<file path="src/rtl/player_position_counter.sv">
// Per-player race position: sync + debounce one push-button, count clean presses, saturate at finish.
// Latency: press counted DEBOUNCE_CYCLES+2 edges after btn rises; no backpressure, presses outside RACING are dropped.
module player_position_counter #(
    parameter int MAX_POS         = 109,
    parameter int DEBOUNCE_CYCLES = 250000
) (
    input  logic                       clk,
    input  logic                       rst,
    input  logic                       is_in_menu,
    input  logic                       game_finished,
    input  logic                       btn,
    output logic [$clog2(MAX_POS)-1:0] cur_pos,
    output logic                       step_pulse,
    output logic                       at_finish,
    output logic                       frozen
);

    localparam int PW = $clog2(MAX_POS);
    localparam int DW = $clog2(DEBOUNCE_CYCLES + 1);
    localparam logic [PW-1:0] FINISH_POS = PW'(MAX_POS - 1);
    localparam logic [DW-1:0] DCNT_LAST  = DW'(DEBOUNCE_CYCLES - 1);

    typedef enum logic [1:0] {
        ST_MENU,
        ST_RACING,
        ST_FINISHED
    } state_t;

    state_t        state_q, state_d;
    logic          s1_q, s1_d;
    logic          s2_q, s2_d;
    logic          db_lvl_q, db_lvl_d;
    logic          db_dly_q, db_dly_d;
    logic [DW-1:0] dcnt_q, dcnt_d;
    logic [PW-1:0] cur_pos_q, cur_pos_d;
    logic          step_pulse_q, step_pulse_d;
    logic          press;

    always_ff @(posedge clk or posedge rst) begin
        if (rst) begin
            state_q      <= ST_MENU;
            s1_q         <= 1'b0;
            s2_q         <= 1'b0;
            db_lvl_q     <= 1'b0;
            db_dly_q     <= 1'b0;
            dcnt_q       <= '0;
            cur_pos_q    <= '0;
            step_pulse_q <= 1'b0;
        end else begin
            state_q      <= state_d;
            s1_q         <= s1_d;
            s2_q         <= s2_d;
            db_lvl_q     <= db_lvl_d;
            db_dly_q     <= db_dly_d;
            dcnt_q       <= dcnt_d;
            cur_pos_q    <= cur_pos_d;
            step_pulse_q <= step_pulse_d;
        end
    end

    // Debouncer: a level change is accepted only after DEBOUNCE_CYCLES stable cycles.
    always_comb begin
        s1_d     = btn;
        s2_d     = s1_q;
        db_lvl_d = db_lvl_q;
        db_dly_d = db_lvl_q;
        dcnt_d   = dcnt_q;
        if (s2_q == db_lvl_q) begin
            dcnt_d = '0;
        end else if (dcnt_q == DCNT_LAST) begin
            db_lvl_d = s2_q;
            dcnt_d   = '0;
        end else begin
            dcnt_d = dcnt_q + DW'(1);
        end
    end

    assign press = db_lvl_q & ~db_dly_q;

    always_comb begin
        state_d      = state_q;
        cur_pos_d    = cur_pos_q;
        step_pulse_d = 1'b0;
        if (is_in_menu) begin
            state_d   = ST_MENU;
            cur_pos_d = '0;
        end else begin
            case (state_q)
                ST_MENU: state_d = ST_RACING;
                ST_RACING: begin
                    if (game_finished) begin
                        state_d = ST_FINISHED;
                    end else if (press && (cur_pos_q < FINISH_POS)) begin
                        cur_pos_d    = cur_pos_q + PW'(1);
                        step_pulse_d = 1'b1;
                        if (cur_pos_d == FINISH_POS) state_d = ST_FINISHED;
                    end
                end
                ST_FINISHED: state_d = ST_FINISHED;
                default:     state_d = ST_MENU;
            endcase
        end
    end

    assign cur_pos    = cur_pos_q;
    assign step_pulse = step_pulse_q;
    assign at_finish  = (cur_pos_q == FINISH_POS);
    assign frozen     = (state_q == ST_FINISHED);

endmodule

</file>
<file path="config.mk">
export PLATFORM = sky130hd
export DESIGN_NAME = player_position_counter
export DESIGN_NICKNAME = d
export VERILOG_FILES = /design/src/rtl/player_position_counter.sv
export SDC_FILE = /design/constraint.sdc
export NUM_CORES = 1
export LEC_CHECK = 0
export ABC_AREA = 1
export BUFFER_PORTS_ARGS = -buffer_cell sky130_fd_sc_hd__buf_2
export CORE_MARGIN = 1.5
export CORE_UTILIZATION = 63
export DETAILED_ROUTE_END_ITERATION = 16
export PLACE_DENSITY = 0.84
export SYNTH_ARGS = -nofsm -noshare
export SYNTH_HDL_FRONTEND = slang
export SYNTH_SLANG_ARGS = --single-unit
</file>
<file path="constraint.sdc">
create_clock -name clk -period 3.7 [get_ports clk]
set_input_delay 0.925 -clock clk [delete_from_list [all_inputs] [get_ports clk]]
set_output_delay 0.925 -clock clk [all_outputs]
set_load 0.03 [all_outputs]
</file>
==> results of run 1 <==
-- logic make-up after synthesis --
logic type	after synthesis	synth area share
buf+inv	32	0.0733
simple gates	123	0.333
xor+xnor	6	0.0299
fa+ha+maj	6	0.0427
compound gates	20	0.0655
flops	32	0.456
-- layer usage --
metal  global-route usage  share of wire  wire, microns
met3               0.0791          0.043            152
met4               0.0850          0.020             71
met1                0.290           0.42           1480
met2                0.429           0.52           1820
met5                    0              0              0
-- final cells by class --
| type | count | area [sq um] |
|---|---|---|
| multi-input cells | 155 | 828 |
| flip-flops and latches | 32 | 801 |
| fillers | 191 | 649 |
| inverters | 30 | 113 |
| repair buffers | 15 | 77.6 |
| clock buffers | 6 | 51.3 |
| well taps | 30 | 37.5 |
| clock inverters | 2 | 10.0 |
-- power breakdown --
| part | leakage (nW) | total (mW) | switching [mW] | internal (mW) |
|---|---|---|---|---|
| clock network | 0.0380 | 0.213 | 0.123 | 0.0904 |
| registers | 0.438 | 0.374 | 0.0110 | 0.363 |
| logic | 0.426 | 0.0848 | 0.0574 | 0.0273 |
| total | 0.902 | 0.672 | 0.191 | 0.481 |
-- registers in the layout, summed over array words and instances (netlist names) --
name	count
dcnt_q	18
cur_pos	7
state_q	2
db_dly_d	1
db_dly_q	1
s1_q	1
s2_q	1
step_pulse	1
-- final timing paths --
path	depth (start not counted)	to	from	slack (ns)
setup / recovery	5	at_finish	cur_pos[0]$_DFFE_PP0P_	1.34
hold / removal	0	s2_q$_DFF_PP0_	s1_q$_DFF_PP0_	0.36
setup reg to reg	8	dcnt_q[17]$_DFF_PP0_	dcnt_q[0]$_DFF_PP0_	2.08
hold reg to reg	0	s2_q$_DFF_PP0_	s1_q$_DFF_PP0_	0.36
max in group asynchronous	3	state_q[0]$_DFFE_PP0P_	rst	2.76
min in group asynchronous	3	dcnt_q[8]$_DFF_PP0_	rst	0.65
-- worst max-delay path, cell delays in order, from the launching register on --
cell and delay (ns):
dfrtp_1 0.42, inv_1 0.13, ha_1 0.16, nand2_1 0.05, nor3_1 0.13, buf_2 0.22
-- cells in the final DEF, fill, tap and decap left out, drive strengths merged --
| cell type | Yosys | routed |
|---|---|---|
| nand2 | 55 | 55 |
| nor2 | 36 | 36 |
| dfrtp | 32 | 32 |
| inv | 30 | 30 |
| buf | 2 | 15 |
| nand3 | 11 | 11 |
| o21ai | 10 | 10 |
| nor3 | 6 | 6 |
| xor2 | 6 | 6 |
| ha | 6 | 6 |
| nand4 | 6 | 6 |
| clkbuf | 0 | 6 |
| a21oi | 5 | 5 |
| nor3b | 4 | 4 |
| nand3b | 3 | 3 |
| o21bai | 3 | 3 |
| clkinv | 0 | 2 |
| and3 | 1 | 1 |
| a31oi | 1 | 1 |
| a211oi | 1 | 1 |
| or2 | 1 | 1 |
-- through the flow --
stage | power (mW) | cells
after CTS | 0.679 | 270
after floorplan | 0.444 | 219
after global routing | 0.713 | 270
final | 0.672 | 270
after detailed placement | 0.465 | 262
after global placement | 0.458 | 262
==> results.sh, run 1 <==
export IMPL_gr_total_overflow=0
export IMPL_fin_skew_ns=0.00993
export IMPL_power_density_mw_per_mm2=350
export IMPL_clk_pin_slew_worst_paths_ns=0.10
export IMPL_synth_main_ff_cell="dfrtp_1"
export IMPL_async_flop_share=1.00
export IMPL_firstDrtPassIters=4
export IMPL_die_y_microns=55.8
export IMPL_status="complete, no violations"
export IMPL_p_leak_nw=0.902
export IMPL_grt_max_degree=33
export IMPL_whs_ns=0.362
export IMPL_final_area_sq_mm=0.00192
export IMPL_fin_ws_ns=1.34
export IMPL_wire_per_inst_microns=13.0
export IMPL_synth_seq_cells=32
export IMPL_detail_route_antenna_nets=0
export IMPL_grt_pass1_wl_microns=6090
export IMPL_timing_hold_violations_final=0
export IMPL_dp_slack_ns=1.72
export IMPL_dp_hpwl_microns=2570
export IMPL_rsz0062_at_grt="false"
export IMPL_tns_ns=0
export IMPL_end_kind="output port"
export IMPL_antenna_found_initial=0
export IMPL_mappedNetlistArea_sq_mm=0.00176
export IMPL_cts_buffers=5
export IMPL_avgSynthCellArea_sq_um=8.03
export IMPL_cts_tree="done"
export IMPL_grt_usage=0.248
export IMPL_cts_hold_buffers=0
export IMPL_synth_edf_count=0
export IMPL_vias_per_cell=5.50
export IMPL_drv_cap=0
export IMPL_grt_pass1_vias=1431
export IMPL_gp_congestion=0.802
export IMPL_synth_top_cell_by_area="dfrtp_1"
export IMPL_postCtsSetupBuffers=0
export IMPL_yosysSeqAreaShare=0.456
export IMPL_finalCritPeriodShare=0.639
export IMPL_synth_top_area_frac=0.456
export IMPL_drive_above_1_share=0.150
export IMPL_rows=18
export IMPL_die_area_sq_mm=0.00312
export IMPL_n_antenna_cell=0
export IMPL_crit_path_max_fanout=4
export IMPL_crit_type="flip-flop to output port"
export IMPL_placed_area_sq_mm=0.00186
export IMPL_final_util=0.747
export IMPL_synth_area_top_cells="dfrtp_1 46%, nand2_1 11%, nor2_1 6.6%"
export IMPL_cts_resized=0
export IMPL_ios=15
export IMPL_synthCells=219
export IMPL_portBuffers=14
export IMPL_yosys_top_cells_count="52 x nand2_1, 32 x dfrtp_1, 31 x nor2_1"
export IMPL_layout_nets=250
export IMPL_yosysMostFrequentCell="nand2_1"
export IMPL_cts_root_buf="clkbuf_4"
export IMPL_fp_dieW_microns=55.8
export IMPL_wirelength_microns=3520
export IMPL_slew_headroom=0.736
export IMPL_ir_drop_mv=0.364
export IMPL_clock_latency_ns=0.33
export IMPL_maxSlewViolCount=0
export IMPL_syn_to_final_growth_pct=9.11
export IMPL_drt_iter0_markers=69
export IMPL_h_tree_depth=2
export IMPL_synth_cell_types=28
export IMPL_cp_start_kind="flip-flop"
export IMPL_synth_nets=230
export IMPL_max_slew_worst_pin_slew_ns=0.396
export IMPL_min_period_ns=2.36
export IMPL_yosysWarnings=0
export IMPL_coreArea_sq_mm=0.00257
export IMPL_finalSetupViolCount=0
export IMPL_drc=0
export IMPL_holdCritPathClass="flip-flop to flip-flop"
export IMPL_max_freq_mhz=423
export IMPL_worstPathArrival_ns=1.44
export IMPL_required_ns=2.77
export IMPL_cts_max_path_buffers=2
export IMPL_clock_sinks=32
export IMPL_vias=1486
export IMPL_start_util=0.685
Power figures use the tool's default switching activity.
==> inputs of run 2 (changes only) <==
- ABC_AREA: 1 -> 0
- CORE_UTILIZATION: 63 -> 58
- PLACE_DENSITY: 0.84 -> 0.78
- clock period: 3.7 -> 2.3 ns (I/O delays scaled with it)
==> run 2 against run 1 <==
  * Core utilization down 6.5 points
  * Die area up 4.9%
  * Hold slack worse by 0.041 ns
  * Clock power up 56%
  * Sequential power up 60%
  * Sequential share of layout area up 0.47 points
  * Total power up 63%
  * Synthesized cell count down 21%
  * Critical endpoint unchanged
==> results.sh, run 2 <==
export IMPL_drive_above_1_share=0.159
export IMPL_drt_iter0_markers=46
export IMPL_largest_reg_flops=18
export IMPL_clock_latency_ns=0.33
export IMPL_multi_input_area_sq_um=858
export IMPL_mostFrequentLayoutCells="32 x dfrtp_1, 22 x nor2_1, 14 x buf_2, 11 x nand2_1, 11 x xnor2_1"
export IMPL_regMostFlops="dcnt_q"
export IMPL_wire_per_inst_microns=14.2
export IMPL_cts_resized=0
export IMPL_synth_compound_area_frac=0.112
export IMPL_synth_main_ff_cell="dfrtp_1"
export IMPL_synthCells=172
export IMPL_detail_route_antenna_nets=0
export IMPL_start_util=0.612
export IMPL_grt_usage=0.227
export IMPL_worst_path_buf_inv=1
export IMPL_async_flop_share=1.00
export IMPL_yosysWarnings=0
export IMPL_holdCritPathClass="primary input to async pin"
export IMPL_final_common_cell="dfrtp_1"
export IMPL_max_freq_mhz=478
export IMPL_dp_cells=218
export IMPL_grt_pass1_vias=1267
export IMPL_grt_pass1_wl_microns=5600
export IMPL_crit_type="flip-flop to output port"
export IMPL_crit_chain="nand2_1 -> nor4bb_2 -> buf_2"
export IMPL_synthMuxAreaShare=0.0191
export IMPL_synth_seq_cells=32
export IMPL_finalCritPeriodShare=0.909
export IMPL_antenna_found_initial=0
export IMPL_fp_dieW_microns=57.2
export IMPL_worstPathArrival_ns=1.52
export IMPL_rsz0062_at_grt="false"
export IMPL_finalSetupViolCount=0
export IMPL_firstDrtPassIters=4
export IMPL_maxSlewViolCount=0
export IMPL_synth_simple_area_share=0.237
export IMPL_timing_hold_violations_final=0
export IMPL_mappedNetlistArea_sq_mm=0.00170
export IMPL_drv_cap=0
export IMPL_cts_tree="done"
export IMPL_seq_area_sq_um=801
export IMPL_coreArea_sq_mm=0.00278
export IMPL_n_antenna_cell=0
export IMPL_max_slew_worst_pin_slew_ns=0.395
export IMPL_placed_area_sq_mm=0.00184
export IMPL_yosysSeqAreaShare=0.470
export IMPL_final_cells=226
export IMPL_gr_total_overflow=0
export IMPL_synth_top_cell_by_area="dfrtp_1"
export IMPL_die_y_microns=57.2
export IMPL_min_period_ns=2.09
export IMPL_wirelength_microns=3200
export IMPL_grt_max_degree=33
export IMPL_nFillCells=228
export IMPL_gp_congestion=0.841
export IMPL_syn_to_final_growth_pct=11.4
export IMPL_postCtsSetupBuffers=0
export IMPL_synth_cell_types=36
export IMPL_final_area_sq_mm=0.00190
export IMPL_h_tree_depth=2
export IMPL_ios=15
export IMPL_synth_fa_ha_area_frac=0.0441
export IMPL_yosysMostFrequentCell="dfrtp_1"
export IMPL_synth_edf_count=0
export IMPL_end_kind="output port"
export IMPL_required_ns=1.73
export IMPL_cp_start_kind="flip-flop"
export IMPL_cts_hold_buffers=0
export IMPL_synth_nets=183
export IMPL_synth_top_area_frac=0.470
export IMPL_yosys_top_cells_count="32 x dfrtp_1, 22 x nor2_1, 11 x nand2_1, 11 x xnor2_1, 10 x inv_1"
export IMPL_ir_drop_mv=0.462
export IMPL_cts_root_buf="clkbuf_4"
export IMPL_slowest_delay_ns=0.45
export IMPL_r2r_slack_ns=0.34
export IMPL_vias=1319
export IMPL_cts_buffers=5
export IMPL_crit_path_max_fanout=8
export IMPL_avgSynthCellArea_sq_um=9.90
export IMPL_portBuffers=14
export IMPL_slowest_stage="dfrtp_1"
export IMPL_fin_skew_ns=0.00813
export IMPL_vias_per_cell=5.84
export IMPL_tns_ns=0
export IMPL_p_leak_nw=0.828
export IMPL_critical_path_top_delay_family="simple AND/OR/NAND/NOR gates"
export IMPL_clk_pin_slew_worst_paths_ns=0.10
export IMPL_status="complete, no violations"
export IMPL_synth_area_top_cells="dfrtp_1 47%, xnor2_1 5.7%, nor2_1 4.8%"
export IMPL_synthXorXnorAreaFrac=0.0874
export IMPL_whs_ns=0.321
export IMPL_drc=0
export IMPL_die_area_sq_mm=0.00327
export IMPL_layout_nets=205
export IMPL_power_density_mw_per_mm2=578
export IMPL_dp_hpwl_microns=2360
export IMPL_clock_sinks=32
export IMPL_cts_max_path_buffers=2
export IMPL_rows=19
export IMPL_slew_headroom=0.734
export IMPL_synth_top_family_by_area="simple AND/OR/NAND/NOR gates"
-- run 2: path summary, 6_finish.rpt --
check	start	end	cells past startpoint
max in group asynchronous	rst	dcnt_q[6]$_DFF_PP0_	3
hold reg to reg	s1_q$_DFF_PP0_	s2_q$_DFF_PP0_	0
hold / removal	rst	db_dly_d$_DFFE_PP0P_	3
min in group clk	btn	s1_q$_DFF_PP0_	1
setup reg to reg	dcnt_q[6]$_DFF_PP0_	dcnt_q[15]$_DFF_PP0_	4
setup / recovery	cur_pos[6]$_DFFE_PP0P_	at_finish	3
-- run 2: cells by family (layout without fill, tap and decap cells) --
| family | Yosys count | after routing |
|---|---|---|
| compound gates | 26 | 26 |
| xor+xnor | 17 | 17 |
| fa+ha+maj | 6 | 6 |
| buf+inv | 13 | 36 |
| flops | 32 | 32 |
| mux | 3 | 3 |
| simple gates | 75 | 75 |
-- run 2: per-layer routing --
layer  GRT usage  up-vias  share of wire
li1            -      654              -
met1       0.296      630           0.45
met2       0.351       30           0.49
met3      0.0703        5          0.044
met4       0.103        0          0.017
met5           0        -              0
-- run 2: cell type report --
class / count / area share
clock buffer: 6 / 0.0270
tap: 31 / 0.0204
inverter: 10 / 0.0198
timing repair buffer: 18 / 0.0528
clock inverter: 2 / 0.00528
sequential: 32 / 0.422
multi-input combinational: 127 / 0.453
-- run 2: metrics by stage --
| stage | power, mW | setup WS (ns) | utilization |
|---|---|---|---|
| after floorplan | 0.734 | 0.203 | - |
| after CTS | 1.11 | 0.203 | 0.682 |
| after global routing | 1.15 | 0.102 | 0.682 |
| final | 1.10 | 0.208 | 0.682 |
| after detailed placement | 0.773 | 0.354 | 0.660 |
| after global placement | 0.765 | 0.448 | 0.660 |
-- run 2: report_power, final --
| group | total (mW) | internal (mW) | switching, mW |
|---|---|---|---|
| combinational | 0.165 | 0.0667 | 0.0986 |
| sequential | 0.599 | 0.585 | 0.0142 |
| clock | 0.332 | 0.145 | 0.186 |
-- run 2: worst min-delay path: cells and delay by family --
kind | cells | cell delay (ns)
buffers and inverters | 3 | 0.50
